===== config.mk =====
export PLATFORM = sky130hd
export DESIGN_NAME = ysyx_22040237_exu_ctrl_flat
export DESIGN_NICKNAME = d
export VERILOG_FILES = /design/src/rtl/ysyx_22040237_exu_pkg.sv /design/src/rtl/ysyx_22040237_exu_ctrl_if.sv /design/src/rtl/ysyx_22040237_timeout_cnt.sv /design/src/rtl/ysyx_22040237_exu_ctrl.sv /design/src/flat_wrapper.sv
export SDC_FILE = /design/constraint.sdc
export NUM_CORES = 1
export LEC_CHECK = 0
export CELL_PAD_IN_SITES_DETAIL_PLACEMENT = 1
export CELL_PAD_IN_SITES_GLOBAL_PLACEMENT = 1
export CORE_MARGIN = 3
export CORE_UTILIZATION = 34
export DETAILED_ROUTE_END_ITERATION = 10
export PLACE_DENSITY = 0.83
export SLEW_MARGIN = 25
export SYNTH_ARGS = -nofsm -noshare
export SYNTH_HDL_FRONTEND = slang
export SYNTH_SLANG_ARGS = --single-unit

===== constraint.sdc =====
create_clock -name clk -period 2.2 [get_ports clk]
set_input_delay 0.22 -clock clk [delete_from_list [all_inputs] [get_ports clk]]
set_output_delay 0.22 -clock clk [all_outputs]
set_load 0.05 [all_outputs]

===== src/rtl/ysyx_22040237_exu_pkg.sv =====
// Shared types and constants for the EXU controller: FSM states, halt codes, opcode width.
package ysyx_22040237_exu_pkg;

    localparam int OPCODE_W = 8;

    typedef enum logic [1:0] {
        ST_IDLE     = 2'd0,
        ST_MDU_WAIT = 2'd1,
        ST_RESP     = 2'd2,
        ST_HALT     = 2'd3
    } exu_state_e;

    typedef logic [1:0] halt_code_t;

    localparam halt_code_t HALT_NONE    = 2'b00;
    localparam halt_code_t HALT_EBREAK  = 2'b01;
    localparam halt_code_t HALT_INVALID = 2'b10;
    localparam halt_code_t HALT_TIMEOUT = 2'b11;

endpackage


===== src/rtl/ysyx_22040237_exu_ctrl_if.sv =====
// Bundle between the IDU/MDU/writeback side (master) and the EXU controller (slave).
// Handshakes: a transfer happens on a rising edge where valid and ready are both 1;
// valid holds with its payload stable until that edge, ready never waits on a future valid.
interface ysyx_22040237_exu_ctrl_if;
    import ysyx_22040237_exu_pkg::*;

    logic                in_valid;
    logic                in_ready;
    logic [OPCODE_W-1:0] in_opcode;
    logic                in_is_mdu;
    logic                in_ebreak;
    logic                in_invalid;
    logic                alu_en;
    logic                mdu_start;
    logic                mdu_done;
    logic                out_valid;
    logic                out_ready;
    logic [OPCODE_W-1:0] out_opcode;
    logic                halt;
    halt_code_t          halt_code;
    logic [63:0]         retire_cnt;
    exu_state_e          state;

    modport master (
        output in_valid, in_opcode, in_is_mdu, in_ebreak, in_invalid, mdu_done, out_ready,
        input  in_ready, alu_en, mdu_start, out_valid, out_opcode, halt, halt_code,
               retire_cnt, state
    );

    modport slave (
        input  in_valid, in_opcode, in_is_mdu, in_ebreak, in_invalid, mdu_done, out_ready,
        output in_ready, alu_en, mdu_start, out_valid, out_opcode, halt, halt_code,
               retire_cnt, state
    );

endinterface


===== src/rtl/ysyx_22040237_timeout_cnt.sv =====
// MDU wait counter: cleared on launch, counts while enabled, flags the last allowed cycle.
module ysyx_22040237_timeout_cnt #(
    parameter  int LIMIT = 64,
    localparam int W     = $clog2(LIMIT + 1)
) (
    input  logic clk,
    input  logic rst,
    input  logic clr,
    input  logic en,
    output logic tc
);

    logic [W-1:0] cnt_q;

    // Saturates at the terminal count; the FSM always leaves MDU_WAIT there.
    always_ff @(posedge clk or negedge rst) begin
        if (!rst) begin
            cnt_q <= '0;
        end else if (clr) begin
            cnt_q <= '0;
        end else if (en && !tc) begin
            cnt_q <= cnt_q + W'(1);
        end
    end

    assign tc = (cnt_q == W'(LIMIT - 1));

endmodule


===== src/rtl/ysyx_22040237_exu_ctrl.sv =====
// EXU sequencing controller: accepts decoded ops, launches ALU or MDU, presents results
// for writeback, counts retirements and halts on ebreak, invalid op or MDU timeout.
module ysyx_22040237_exu_ctrl
    import ysyx_22040237_exu_pkg::*;
#(
    parameter int MDU_TIMEOUT = 64
) (
    input logic                      clk,
    input logic                      rst,
    ysyx_22040237_exu_ctrl_if.slave  bus
);

    exu_state_e          state_q, state_d;
    logic                alu_en_q, alu_en_d;
    logic                mdu_start_q, mdu_start_d;
    logic [OPCODE_W-1:0] opcode_q;
    halt_code_t          halt_code_q, halt_code_d;
    logic [63:0]         retire_q;
    logic                retire_inc;
    logic                accept;
    logic                wait_clr, wait_en, wait_tc;

    assign accept = bus.in_valid && (state_q == ST_IDLE);

    always_comb begin
        state_d     = state_q;
        alu_en_d    = 1'b0;
        mdu_start_d = 1'b0;
        halt_code_d = halt_code_q;
        retire_inc  = 1'b0;
        wait_clr    = 1'b0;
        wait_en     = 1'b0;
        case (state_q)
            ST_IDLE: begin
                if (accept) begin
                    if (bus.in_invalid) begin
                        state_d     = ST_HALT;
                        halt_code_d = HALT_INVALID;
                    end else if (bus.in_ebreak) begin
                        state_d     = ST_HALT;
                        halt_code_d = HALT_EBREAK;
                        retire_inc  = 1'b1;
                    end else if (bus.in_is_mdu) begin
                        state_d     = ST_MDU_WAIT;
                        mdu_start_d = 1'b1;
                        wait_clr    = 1'b1;
                    end else begin
                        state_d  = ST_RESP;
                        alu_en_d = 1'b1;
                    end
                end
            end
            ST_MDU_WAIT: begin
                wait_en = 1'b1;
                // A result arriving on the terminal cycle still completes normally.
                if (bus.mdu_done) begin
                    state_d = ST_RESP;
                end else if (wait_tc) begin
                    state_d     = ST_HALT;
                    halt_code_d = HALT_TIMEOUT;
                end
            end
            ST_RESP: begin
                if (bus.out_ready) begin
                    state_d    = ST_IDLE;
                    retire_inc = 1'b1;
                end
            end
            ST_HALT: begin
                state_d = ST_HALT;
            end
            default: begin
                state_d = ST_IDLE;
            end
        endcase
    end

    always_ff @(posedge clk or negedge rst) begin
        if (!rst) begin
            state_q     <= ST_IDLE;
            alu_en_q    <= 1'b0;
            mdu_start_q <= 1'b0;
            opcode_q    <= '0;
            halt_code_q <= HALT_NONE;
        end else begin
            state_q     <= state_d;
            alu_en_q    <= alu_en_d;
            mdu_start_q <= mdu_start_d;
            halt_code_q <= halt_code_d;
            if (accept) begin
                opcode_q <= bus.in_opcode;
            end
        end
    end

    always_ff @(posedge clk or negedge rst) begin
        if (!rst) begin
            retire_q <= '0;
        end else if (retire_inc) begin
            retire_q <= retire_q + 64'd1;
        end
    end

    ysyx_22040237_timeout_cnt #(
        .LIMIT (MDU_TIMEOUT)
    ) u_timeout_cnt (
        .clk (clk),
        .rst (rst),
        .clr (wait_clr),
        .en  (wait_en),
        .tc  (wait_tc)
    );

    assign bus.in_ready   = (state_q == ST_IDLE);
    assign bus.out_valid  = (state_q == ST_RESP);
    assign bus.halt       = (state_q == ST_HALT);
    assign bus.alu_en     = alu_en_q;
    assign bus.mdu_start  = mdu_start_q;
    assign bus.out_opcode = opcode_q;
    assign bus.halt_code  = halt_code_q;
    assign bus.retire_cnt = retire_q;
    assign bus.state      = state_q;

endmodule


===== src/flat_wrapper.sv =====
// flat-port wrapper written by rule: the top's interface ports become plain ports
module ysyx_22040237_exu_ctrl_flat import ysyx_22040237_exu_pkg::*;
#(
    parameter int MDU_TIMEOUT = 64
)
  (clk, rst, bus_in_valid, bus_in_opcode, bus_in_is_mdu, bus_in_ebreak, bus_in_invalid, bus_mdu_done, bus_out_ready, bus_in_ready, bus_alu_en, bus_mdu_start, bus_out_valid, bus_out_opcode, bus_halt, bus_halt_code, bus_retire_cnt, bus_state);
  ysyx_22040237_exu_ctrl_if bus_i ();
  input logic clk;
  input logic rst;
  input wire logic [$bits(bus_i.in_valid)-1:0] bus_in_valid;
  input wire logic [$bits(bus_i.in_opcode)-1:0] bus_in_opcode;
  input wire logic [$bits(bus_i.in_is_mdu)-1:0] bus_in_is_mdu;
  input wire logic [$bits(bus_i.in_ebreak)-1:0] bus_in_ebreak;
  input wire logic [$bits(bus_i.in_invalid)-1:0] bus_in_invalid;
  input wire logic [$bits(bus_i.mdu_done)-1:0] bus_mdu_done;
  input wire logic [$bits(bus_i.out_ready)-1:0] bus_out_ready;
  output wire logic [$bits(bus_i.in_ready)-1:0] bus_in_ready;
  output wire logic [$bits(bus_i.alu_en)-1:0] bus_alu_en;
  output wire logic [$bits(bus_i.mdu_start)-1:0] bus_mdu_start;
  output wire logic [$bits(bus_i.out_valid)-1:0] bus_out_valid;
  output wire logic [$bits(bus_i.out_opcode)-1:0] bus_out_opcode;
  output wire logic [$bits(bus_i.halt)-1:0] bus_halt;
  output wire logic [$bits(bus_i.halt_code)-1:0] bus_halt_code;
  output wire logic [$bits(bus_i.retire_cnt)-1:0] bus_retire_cnt;
  output wire logic [$bits(bus_i.state)-1:0] bus_state;
  assign bus_i.in_valid = bus_in_valid;
  assign bus_i.in_opcode = bus_in_opcode;
  assign bus_i.in_is_mdu = bus_in_is_mdu;
  assign bus_i.in_ebreak = bus_in_ebreak;
  assign bus_i.in_invalid = bus_in_invalid;
  assign bus_i.mdu_done = bus_mdu_done;
  assign bus_i.out_ready = bus_out_ready;
  assign bus_in_ready = bus_i.in_ready;
  assign bus_alu_en = bus_i.alu_en;
  assign bus_mdu_start = bus_i.mdu_start;
  assign bus_out_valid = bus_i.out_valid;
  assign bus_out_opcode = bus_i.out_opcode;
  assign bus_halt = bus_i.halt;
  assign bus_halt_code = bus_i.halt_code;
  assign bus_retire_cnt = bus_i.retire_cnt;
  assign bus_state = bus_i.state;
  ysyx_22040237_exu_ctrl #(.MDU_TIMEOUT(MDU_TIMEOUT)) u_core (.clk(clk), .rst(rst), .bus(bus_i));
endmodule

Yosys cells after proc, flatten, opt, wreduce, memory -nomap -nowiden
Index checks and enable logic that the tools add are counted.
Widths: inputs -> output; s select.
- bits in registers: 85
- bits in latches: 0
- memory bits (writable): 0
- memory bits (read-only): 0
- bits of input ports: 16
- output and inout port bits: 81
- memories: 0
- add/subtract/negate cells: 2
- multiply operators: 0
- divide/modulo/power cells: 0
- $lt $le $gt $ge: 0
- equality and inequality tests: 10
- shift operators: 0
- mux-type cells: 31
- bitwise operators: 0
- reduce and logical (&&, ||, !) cells: 8
- operators by type and width (kind ; number):
    $add 64x1->64 const B ; 1
    $mux 2 ; 11
    $mux 1 ; 15
    $mux 7 ; 2
    $pmux 2 s4 ; 1
    $add 7x1->7 const B ; 1
    $eq 7x6->1 const B ; 1
    $ne 2x2->1 const B ; 3
    $ne 3x3->1 const B ; 2
    $reduce_and 5->1 ; 1
    $eq 2x2->1 const B ; 2
    $pmux 2 s2 ; 1
    $reduce_bool 2->1 ; 2
    $reduce_and 3->1 ; 1
    $eq 2x1->1 const B ; 1
    $logic_and 1x1->1 ; 2
    $logic_not 2->1 ; 1
    $ne 2x1->1 const B ; 1
    $pmux 1 s2 ; 1
    $logic_not 1->1 ; 1

Depth between registers and ports, before layout
Gate-level depths: netlist of run 1.
- depth in word-level cells: 6
- gate-level depth with buffers: 7
- mapped depth without buffers: 6

Cells and area by module
Synthesis of run 1 repeated with hierarchy kept, for this count alone.
- cells, all modules: 383
- area total of the unflattened synthesis: 4144.0 µm²
- by module, submodules not included (module ; times used ; cells an instance ; area an instance (µm²) ; seq. area each (µm²)):
    ysyx_22040237_exu_ctrl ; 1 ; 345 ; 3734.8 ; 1951.9
    ysyx_22040237_timeout_cnt ; 1 ; 38 ; 409.1 ; 175.2

Least setup slack after synthesis of run 1
Ideal clock, no wire load.
- kind: reg2reg
- start: reg u_core.state_q[1] (netlist: u_core.bus.state[1])
- end: reg u_core.retire_q[27] (netlist: u_core.bus.retire_cnt[27])
- setup time: 0.143 ns
- arrival time: 2.202 ns
- data required time: 2.057 ns
- path slack: -0.145 ns
- cell stages (with the launch flop): 7
- path buffers: 1
- path through: dfrtp_1 -> buf_6 -> nand4bb_1 -> a211o_1 -> or4_4 -> or3b_1 -> xnor2_1
- longest elaborated chain between the ends: 4
- elaborated cells between the ends (all ways): 5
- those cells by class: 1 x eq/ne; 2 x mux; 2 x reduce/logical
- RTL lines (element ; RTL line ; RTL):
    start, declared ; ysyx_22040237_exu_ctrl.sv:13 ; exu_state_e state_q, state_d;
    start signal, assigned ; ysyx_22040237_exu_ctrl.sv:86 ; state_q <= state_d;
    $logic_not 2->1 ; ysyx_22040237_exu_ctrl.sv:23, ysyx_22040237_exu_ctrl.sv:33 ;
    $logic_and 1x1->1 ; ysyx_22040237_exu_ctrl.sv:23 ; assign accept = bus.in_valid && (state_q == ST_IDLE);
    $mux 1 ; ysyx_22040237_exu_ctrl.sv:35 ; if (accept) begin
    $pmux 1 s2 (*) ; ysyx_22040237_exu_ctrl.sv:33 ; case (state_q)
    end signal, assigned ; ysyx_22040237_exu_ctrl.sv:100 ; retire_q <= retire_q + 64'd1;
    end, declared ; ysyx_22040237_exu_ctrl.sv:18 ; logic [63:0] retire_q;
Mark *: on every way between the ends. The rest lies on a longest branch, timed or not.
A chain may end at the register's enable or synchronous reset.

Final worst setup path of run 1
- start: reg u_core.state_q[0] (netlist: u_core.bus.state[0])
- end: out bus_out_valid
- longest elaborated chain between the ends: 1
- RTL lines (element ; RTL line ; RTL):
    $eq 2x2->1 ; ysyx_22040237_exu_ctrl.sv:115 ; assign bus.out_valid = (state_q == ST_RESP);
    end, declared ; flat_wrapper.sv:20 ; output wire logic [$bits(bus_i.out_valid)-1:0] bus_out_valid;
No other way between the ends.

==> reports/metrics.cfg, run 1 <==
[finish]
final_area_um2=5790
fin_util_pct=50.3
layout.nets=543
diodes=0
drive_gt1_share_pct=13.2
layout_common_cells=clkdlybuf4s50_1, dfrtp_1, nand2_1
area_growth_pct=43.4
mostFrequentLayoutCell=clkdlybuf4s50_1

[floorplanning]
die_area_um2=13200
core_um2=11500
die_h_um=115
io_pins=97
num_rows=39
die_w_um=115
start_util_pct=35.1

[hold_path]
hold_path_class=in -> reg

[synth]
avgSynthCellArea_um2=10.2
yosys.area.top_type=dfrtp_1
yosysWarnings=0
synth_top_area_share_pct=52.7
synth-edff-count=0
synth-seq-cells=85
synth-main-ff-cell=dfrtp_1
synth.distinct_cells=42
synth_cells=395
syn-cell-area_um2=4040
async_flop_share_pct=100
syn-num-nets=413
yosysSeqAreaShare_pct=52.7
ys_top_cells_by_area=dfrtp_1, xor2_1, xnor2_1

[clock_network]
clock-sinks=85
htree_num_levels=3
clk_latency_ns=0.34
cts_buffer_depth=2
root_buffer=clkbuf_16
cts_tree=done
clk_pin_slew_ns=0.06
cts_buffers=9
post_cts_buffers=0

[worst_setup_path]
worstSetupPathType=reg -> out
arrival_ns=1.82
required_ns=1.98
end_kind=primary output
startpoint_type=flip-flop
crit_fanout=11

[placement]
place_hpwl_um=8940
io_buffers=96
dp_slack_ns=-0.0687
gp_congestion=0.853
place_area_um2=5400

[timing]
period_share_pct=92.7
tightestPinTransition_ns=0.604
drv_slew=0
setup_violations=0
rsz0062_at_grt=no
fin_crit_ns=2.04
max_freq_mhz=490
hold_ws_ns=0.407
hold_violations=0
skew_ns=0.00815
slew_headroom_pct=59.7
postLayoutSetupSlackWorst_ns=0.160

[drt]
drcViolationCount=0
post_drt_via_cell_ratio=5.12
wl_per_cell_um=17.7
drt-initial-drc-count=144
dr.pass1.iters=4
routed_wl_um=11900
vias=3447
drtAntennaViolNets=0

[grt]
antenna_found_initial=0
grt_max_degree=46
grt_use_total_pct=19.0
grt_overflow=0
grt_pass1_vias=3862
grt_pass1_wl_um=19900

[status]
outcome=finished clean

[power_and_ir_drop]
power_density_nw_per_um2=967
power.leakage_uw=0.00259
power.total_uw=5600
ir_drop_v=0.000764

[job]
maxCapViolCount=0

## through the flow
stage | std cells | TNS, ns
finish | 673 | 0
global route | 673 | 0
CTS | 673 | 0
global placement | 656 | -0.0663
floorplan | 395 | -0.0472
detailed placement | 656 | -0.311
## power by group
group | switching (µW) | leakage, µW | total [µW] | internal, µW
logic | 1170 | 0.00130 | 1800 | 627
registers | 214 | 0.00111 | 2020 | 1800
clock network | 664 | 0.000170 | 1780 | 1120
total | 2050 | 0.00259 | 5600 | 3550
## synthesized netlist by cell type (2+ instances only)
master    number
o21ai_0        3
buf_6          2
clkbuf_1       5
nand3_1       17
nor2_1        33
nand2b_1       3
and2_1         2
nand2_1       57
nor3_2         6
nor4_1         8
a21oi_1        3
and4_1         8
xnor2_1       26
nand4_1       29
xor2_1        42
inv_1         13
buf_2          4
dfrtp_1       85
ha_1           2
and3_1         8
nor3_1        18
## what timing repair did
item / 4_1_cts / 5_1_grt
setup endpoints to repair: 1 / 4
hold buffers: 1 / 0
hold endpoints to repair: 44 / 0
resized for setup: 1 / 5
## cell families (layout without fill, tap and decap cells)
family,after synthesis,after routing,share of synthesized area (%)
and+or+nand+nor,203,203,26.9
DFF,85,85,52.7
adders and majority gates,2,2,0.620
buffers and inverters,24,159,2.73
AOI/OAI and AO/OA,11,11,1.80
muxes,2,2,0.527
xor gates and xnor gates,68,68,14.8
## critical path, cell delays in order, from the launching register on
cell and delay, ns:
dfrtp_1 0.39, buf_4 0.17, nor2b_1 0.11, clkdlybuf4s50_1 0.81
## registers in the layout, summed over array words and instances (netlist names)
register	cells
u_core.bus.alu_en	1
u_core.bus.halt_code	2
u_core.bus.mdu_start	1
u_core.bus.out_opcode	8
u_core.bus.retire_cnt	64
u_core.bus.state	2
u_core.u_timeout_cnt.cnt_q	7
## final timing paths
path / depth (start not counted) / slack [ns] / endpoint / start
max in group asynchronous: 3 / 1.14 / u_core.bus.retire_cnt[34]$_DFFE_PN0P_ / rst
min in group asynchronous: 2 / 0.45 / u_core.bus.retire_cnt[10]$_DFFE_PN0P_ / rst
setup reg to reg: 7 / 0.16 / u_core.bus.retire_cnt[58]$_DFFE_PN0P_ / u_core.bus.retire_cnt[43]$_DFFE_PN0P_
hold reg to reg: 2 / 0.48 / u_core.bus.out_opcode[7]$_DFFE_PN0N_ / u_core.bus.out_opcode[7]$_DFFE_PN0N_
setup / recovery: 3 / 0.16 / bus_out_valid / u_core.bus.state[0]$_DFFE_PN0P_
hold / removal: 3 / 0.41 / u_core.bus.out_opcode[3]$_DFFE_PN0N_ / bus_in_opcode[3]
## routing by layer
metal  track usage (%)  share of wire, %  wire (µm)  vias up
met5                 0                 0          0        -
met4              5.79               1.4        166        0
met3              5.79               6.7        794       18
met2              33.3                51       6110       94
met1              22.3                41       4860     1714
li1                  -                 -          -     1621
## cell type report
class / count / area (µm²)
clock buffer: 9 / 225
multi-input combinational: 286 / 1830
fill: 1275 / 5730
timing repair buffer: 130 / 1260
inverter: 13 / 48.8
sequential: 85 / 2130
tap: 143 / 179
clock inverter: 7 / 121
(Power assumes the default switching activity.)
==> run 2: changes to the inputs <==
--- a/config.mk
+++ b/config.mk
@@ -7,9 +7,11 @@
 export LEC_CHECK = 0
 export CELL_PAD_IN_SITES_DETAIL_PLACEMENT = 1
 export CELL_PAD_IN_SITES_GLOBAL_PLACEMENT = 1
+export CORE_ASPECT_RATIO = 1.1
 export CORE_MARGIN = 3
 export CORE_UTILIZATION = 34
 export DETAILED_ROUTE_END_ITERATION = 10
+export GPL_ROUTABILITY_DRIVEN = 0
 export PLACE_DENSITY = 0.83
 export SLEW_MARGIN = 25
 export SYNTH_ARGS = -nofsm -noshare
==> reports/metrics.cfg, run 2 (same netlist as run 1, synthesis figures left out) <==
[timing]
rsz0062_at_grt=no  ; unchanged
drv_slew=0  ; unchanged
hold_ws_ns=0.389  ; was 0.407 ns
tightestPinTransition_ns=0.575  ; was 0.604 ns
setup_violations=0  ; unchanged
fin_crit_ns=2.07  ; was 2.04 ns
period_share_pct=94.0  ; was 92.7%
fin_tns_setup_ns=0  ; unchanged
skew_ns=0.00707  ; was 0.00815 ns
slew_headroom_pct=61.2  ; was 59.7%
max_freq_mhz=484  ; was 490 MHz
hold_violations=0  ; unchanged

[drt]
wl_per_cell_um=17.2  ; was 17.7 µm
drt-initial-drc-count=107  ; was 144
dr.pass1.iters=4  ; unchanged
post_drt_via_cell_ratio=5.09  ; was 5.12
drcViolationCount=0  ; unchanged
drtAntennaViolNets=0  ; unchanged
vias=3448  ; was 3,447
routed_wl_um=11700  ; was 11,900 µm

[grt]
grt_overflow=0  ; unchanged
grt_use_total_pct=18.5  ; was 19.0%
antenna_found_initial=0  ; unchanged
grt_pass1_vias=3737  ; was 3,862
grt_max_degree=40  ; was 46
grt_pass1_wl_um=19100  ; was 19,900 µm

[finish]
layout_common_cells=clkdlybuf4s50_1, dfrtp_1, nand2_1  ; unchanged
largest_reg_flops=64  ; unchanged
mostFrequentLayoutCell=clkdlybuf4s50_1  ; unchanged
final_area_um2=5680  ; was 5790 µm²
diodes=0  ; unchanged
area_growth_pct=40.6  ; was 43.4%
layout.nets=543  ; unchanged
fin_util_pct=49.2  ; was 50.3%
drive_gt1_share_pct=11.7  ; was 13.2%

[clock_network]
cts_buffers=9  ; unchanged
clock-sinks=85  ; unchanged
clk_pin_slew_ns=0.06  ; about the same
root_buffer=clkbuf_16  ; unchanged
htree_num_levels=3  ; unchanged
clk_latency_ns=0.34  ; about the same
cts_tree=done  ; unchanged
cts_buffer_depth=2  ; unchanged
post_cts_buffers=0  ; unchanged

[placement]
io_buffers=96  ; unchanged
place_hpwl_um=8910  ; was 8940 µm
place_area_um2=5390  ; was 5400 µm²

[floorplanning]
core_um2=11500  ; about the same
die_h_um=120  ; was 115 µm
die_area_um2=13200  ; about the same
die_w_um=110  ; was 115 µm
io_pins=97  ; unchanged
start_util_pct=35.0  ; was 35.1%
num_rows=41  ; was 39

[power_and_ir_drop]
power_density_nw_per_um2=926  ; was 967 nW/µm²
power.leakage_uw=0.00254  ; was 0.00259 µW
power.total_uw=5260  ; was 5600 µW
ir_drop_v=0.000788  ; was 0.000764 V

[worst_setup_path]
required_ns=2.45  ; was 1.98 ns
crit_path_max_incr_delay_ns=0.44  ; was 0.81 ns
arrival_ns=2.32  ; was 1.82 ns
crit_fanout=8  ; was 11
crit_chain=nand4bb_1 > a211o_1 > or4_4 > buf_4 > nor3_1 > xor2_1  ; was buf_4 > nor2b_1 > clkdlybuf4s50_1
cp_slowest_cell=or4_4  ; was clkdlybuf4s50_1
worstSetupPathType=reg -> reg  ; was reg -> out
end_kind=flip-flop  ; was primary output
startpoint_type=flip-flop  ; unchanged

[hold_path]
hold_path_class=in -> async  ; was in -> reg

[job]
maxCapViolCount=0  ; unchanged

[status]
outcome=finished clean  ; unchanged

## run 2: worst max-delay path, delay by kind of cell (launching register included)
kind | cells | cell delay, ns
xor gates and xnor gates | 1 | 0.19
DFF | 1 | 0.40
AOI/OAI and AO/OA | 1 | 0.32
and+or+nand+nor | 3 | 0.90
buffers and inverters | 1 | 0.19
## run 2: routing by layer
| metal | up-vias | track usage, % | routed length (µm) |
|---|---|---|---|
| li1 | 1627 | - | - |
| met5 | - | 0 | 0 |
| met2 | 100 | 32.9 | 6140 |
| met3 | 12 | 5.34 | 742 |
| met4 | 0 | 5.38 | 135 |
| met1 | 1709 | 21.2 | 4630 |
## run 2: final timing paths
| check | start | to | slack (ns) | cells past startpoint |
|---|---|---|---|---|
| max | u_core.bus.state[1]$_DFFE_PN0P_ | u_core.bus.retire_cnt[33]$_DFFE_PN0P_ | 0.13 | 6 |
| min | rst | u_core.bus.retire_cnt[61]$_DFFE_PN0P_ | 0.39 | 2 |
| max reg2reg | u_core.bus.state[1]$_DFFE_PN0P_ | u_core.bus.retire_cnt[33]$_DFFE_PN0P_ | 0.13 | 6 |
| min reg2reg | u_core.bus.out_opcode[4]$_DFFE_PN0N_ | u_core.bus.out_opcode[4]$_DFFE_PN0N_ | 0.47 | 2 |
| max in group asynchronous | rst | u_core.bus.retire_cnt[34]$_DFFE_PN0P_ | 1.17 | 3 |
| min in group clk | bus_in_opcode[0] | u_core.bus.out_opcode[0]$_DFFE_PN0N_ | 0.40 | 3 |
## run 2: cell type report
| class | instances | area, µm² |
|---|---|---|
| fill | 1282 | 5860 |
| tap | 150 | 188 |
| clock inverter | 3 | 40.0 |
| multi-input combinational | 286 | 1810 |
| timing repair buffer | 130 | 1230 |
| sequential | 85 | 2130 |
| inverter | 13 | 48.8 |
| clock buffer | 11 | 233 |
## run 2: timing repair
item                                   4_1_cts  5_1_grt
endpoints found under the hold margin       36        0
hold buffers                                 1        0
setup endpoints to repair                    0        6
gates resized for setup                      0        2
## run 2: power by group
part	switching, µW	internal, µW
clock	580	863
combinational	1180	623
sequential	211	1800
## run 2: metrics by stage
| stage | std cells | setup slack [ns] |
|---|---|---|
| after floorplan | 395 | -0.0472 |
| after detailed placement | 663 | -0.153 |
| after global routing | 678 | 0.0114 |
| final | 678 | 0.132 |
| after CTS | 678 | 0.0457 |
| after global placement | 663 | -0.0500 |
==> run 3: changes to the inputs <==
--- a/config.mk
+++ b/config.mk
@@ -8,7 +8,6 @@
 export CELL_PAD_IN_SITES_DETAIL_PLACEMENT = 1
 export CELL_PAD_IN_SITES_GLOBAL_PLACEMENT = 1
 export CORE_ASPECT_RATIO = 1.1
-export CORE_MARGIN = 3
 export CORE_UTILIZATION = 34
 export DETAILED_ROUTE_END_ITERATION = 10
 export GPL_ROUTABILITY_DRIVEN = 0
==> reports/metrics.cfg, run 3 (same netlist as run 1, synthesis figures left out) <==
[status]
outcome=finished clean  ; unchanged

[drt]
vias=3443  ; was 3,448
wl_per_cell_um=16.8  ; was 17.2 µm
drcViolationCount=0  ; unchanged
dr.pass1.iters=4  ; unchanged
routed_wl_um=11400  ; was 11,700 µm
drt-initial-drc-count=65  ; was 107
post_drt_via_cell_ratio=5.06  ; was 5.09
drtAntennaViolNets=0  ; unchanged

[clock_network]
cts_buffers=9  ; unchanged
clk_latency_ns=0.35  ; was 0.34 ns
cts_tree=done  ; unchanged
clock-sinks=85  ; unchanged
clk_pin_slew_ns=0.06  ; about the same
root_buffer=clkbuf_16  ; unchanged
htree_num_levels=3  ; unchanged
cts_buffer_depth=2  ; unchanged
post_cts_buffers=0  ; unchanged

[timing]
hold_violations=0  ; unchanged
slew_headroom_pct=54.1  ; was 61.2%
tightestPinTransition_ns=0.689  ; was 0.575 ns
fin_crit_ns=2.05  ; was 2.07 ns
rsz0062_at_grt=no  ; unchanged
max_freq_mhz=487  ; was 484 MHz
drv_slew=0  ; unchanged
period_share_pct=93.3  ; was 94.0%
skew_ns=0.00764  ; was 0.00707 ns
setup_violations=0  ; unchanged
fin_tns_setup_ns=0  ; unchanged
postLayoutSetupSlackWorst_ns=0.148  ; was 0.132 ns

[worst_setup_path]
crit_chain=nand4bb_1 > a211o_1 > or4_4 > buf_4 > nor3_2 > xor2_1  ; was nand4bb_1 > a211o_1 > or4_4 > buf_4 > nor3_1 > xor2_1
r2r_slack_ns=0.15  ; was 0.13 ns
r2r_end=u_core.bus.retire_cnt[31]$_DFFE_PN0P_  ; was u_core.bus.retire_cnt[33]$_DFFE_PN0P_
cp_slowest_cell=or4_4  ; unchanged
arrival_ns=2.31  ; was 2.32 ns
cpLargestDelayFamily=simple AND/OR/NAND/NOR gates  ; unchanged
end_kind=flip-flop  ; unchanged
required_ns=2.46  ; was 2.45 ns
crit_fanout=5  ; was 8
startpoint_type=flip-flop  ; unchanged
r2r_cells=6  ; unchanged
crit_path_max_incr_delay_ns=0.46  ; was 0.44 ns
r2r-start=u_core.bus.state[1]$_DFFE_PN0P_  ; unchanged
worstSetupPathType=reg -> reg  ; unchanged
path_buf_inv=1  ; unchanged

[grt]
grt_use_total_pct=20.3  ; was 18.5%
grt_pass1_vias=3817  ; was 3,737
grt_overflow=0  ; unchanged
grt_pass1_wl_um=19300  ; was 19,100 µm
grt_max_degree=52  ; was 40
antenna_found_initial=0  ; unchanged

[finish]
layout.nets=544  ; was 543
layout_common_cells=clkdlybuf4s50_1, dfrtp_1, nand2_1  ; unchanged
final_area_um2=5700  ; was 5680 µm²
largest_reg_flops=64  ; unchanged
mostFrequentLayoutCell=clkdlybuf4s50_1  ; unchanged
diodes=0  ; unchanged
stdcell_count=681  ; was 678
area_growth_pct=41.2  ; was 40.6%
drive_gt1_share_pct=12.4  ; was 11.7%

[hold_path]
hold_path_class=in -> reg  ; was in -> async
hold_end=u_core.bus.out_opcode[1]$_DFFE_PN0N_
worstHoldPathCells=3
min_from=bus_in_opcode[1]

[floorplanning]
io_pins=97  ; unchanged
die_w_um=106  ; was 110 µm
die_area_um2=12300  ; was 13,200 µm²
start_util_pct=35.0  ; unchanged
die_h_um=116  ; was 120 µm
core_um2=11500  ; unchanged
num_rows=41  ; unchanged

[placement]
place_area_um2=5380  ; was 5390 µm²
dp_slack_ns=-0.115  ; was -0.153 ns
io_buffers=96  ; unchanged
place_hpwl_um=8700  ; was 8910 µm
dp_cells=664  ; was 663

[job]
maxCapViolCount=0  ; unchanged

[power_and_ir_drop]
swShare_pct=37.8  ; was 37.4%
p_switching_uw=2030  ; was 1970 µW
pwr-share-comb_pct=33.8  ; was 34.2%
power.total_uw=5380  ; was 5260 µW
intPower_uw=3340  ; was 3290 µW
ir_drop_v=0.000622  ; was 0.000788 V
clkPwrFrac_pct=28.8  ; was 27.5%
power_density_nw_per_um2=943  ; was 926 nW/µm²
p_seq_share_pct=37.5  ; was 38.3%
power.leakage_uw=0.00255  ; was 0.00254 µW

[run 3: cell count changes in the layout (fill, tap and decap cells not counted)]
cell        previous run  this run
buf_4                 33        35
clkbuf_1               2         1
clkinvlp_4             0         1
clkbuf_8               0         1
clkinv_4               0         2
buf_12                 1         0
clkinv_2               2         1
[run 3: how the worst max path moves through the flow]
stage                                               startpoint                               endpoint  cells after the start
final                          u_core.bus.state[1]$_DFFE_PN0P_  u_core.bus.retire_cnt[31]$_DFFE_PN0P_                      6
after global routing      u_core.bus.retire_cnt[8]$_DFFE_PN0P_  u_core.bus.retire_cnt[58]$_DFFE_PN0P_                      5
after CTS                 u_core.bus.retire_cnt[8]$_DFFE_PN0P_  u_core.bus.retire_cnt[54]$_DFFE_PN0P_                      5
after detailed placement                         bus_in_ebreak  u_core.bus.retire_cnt[27]$_DFFE_PN0P_                      6
after global placement                          bus_in_invalid  u_core.bus.retire_cnt[27]$_DFFE_PN0P_                      6
after floorplan                u_core.bus.state[1]$_DFFE_PN0P_  u_core.bus.retire_cnt[27]$_DFFE_PN0P_                      6
[run 3: cell type report]
| class | count | area, µm² |
|---|---|---|
| repair buffers | 131 | 1230 |
| inverters | 13 | 48.8 |
| flip-flops and latches | 85 | 2130 |
| clock inverters | 5 | 60.1 |
| multi-input cells | 286 | 1810 |
| well taps | 150 | 188 |
| clock buffers | 11 | 243 |
| fillers | 1295 | 5840 |
[run 3: metal layers]
| metal | share of wire (%) | GRT usage (%) | wire length [µm] |
|---|---|---|---|
| met3 | 5.1 | 5.02 | 587 |
| met2 | 52 | 37.3 | 5960 |
| met1 | 41 | 22.5 | 4650 |
| met5 | 0 | 0 | 0 |
| met4 | 1.9 | 8.06 | 215 |
[run 3: tightest hold or removal path, delay by kind of cell]
kind,cells,cell delay (ns)
buffers and inverters,1,0.40
AND/OR/NAND/NOR,2,0.10
[run 3: power by group through the flow]
stage               Clock (µW)  Combinational [µW]  Sequential, µW
CTS                       1580                1840            2020
floorplan                    0                 596            2580
finish                    1550                1820            2010
global placement             0                1750            2020
global route              1630                1940            2050
detailed placement           0                1820            2040
[run 3: per-stage QoR]
stage | utilization [%] | hold WS (ns)
5_1_grt | 49.4 | 0.407
2_1_floorplan | - | -0.0756
4_1_cts | 49.3 | 0.395
3_3_place_gp | 46.6 | 0.294
3_5_place_dp | 46.6 | 0.308
6_report | 49.4 | 0.405
[run 3: what timing repair did]
action,4_1_cts,5_1_grt
endpoints found under the setup margin,0,8
gates resized for setup,0,2
hold endpoints to repair,48,0
hold buffers,1,0
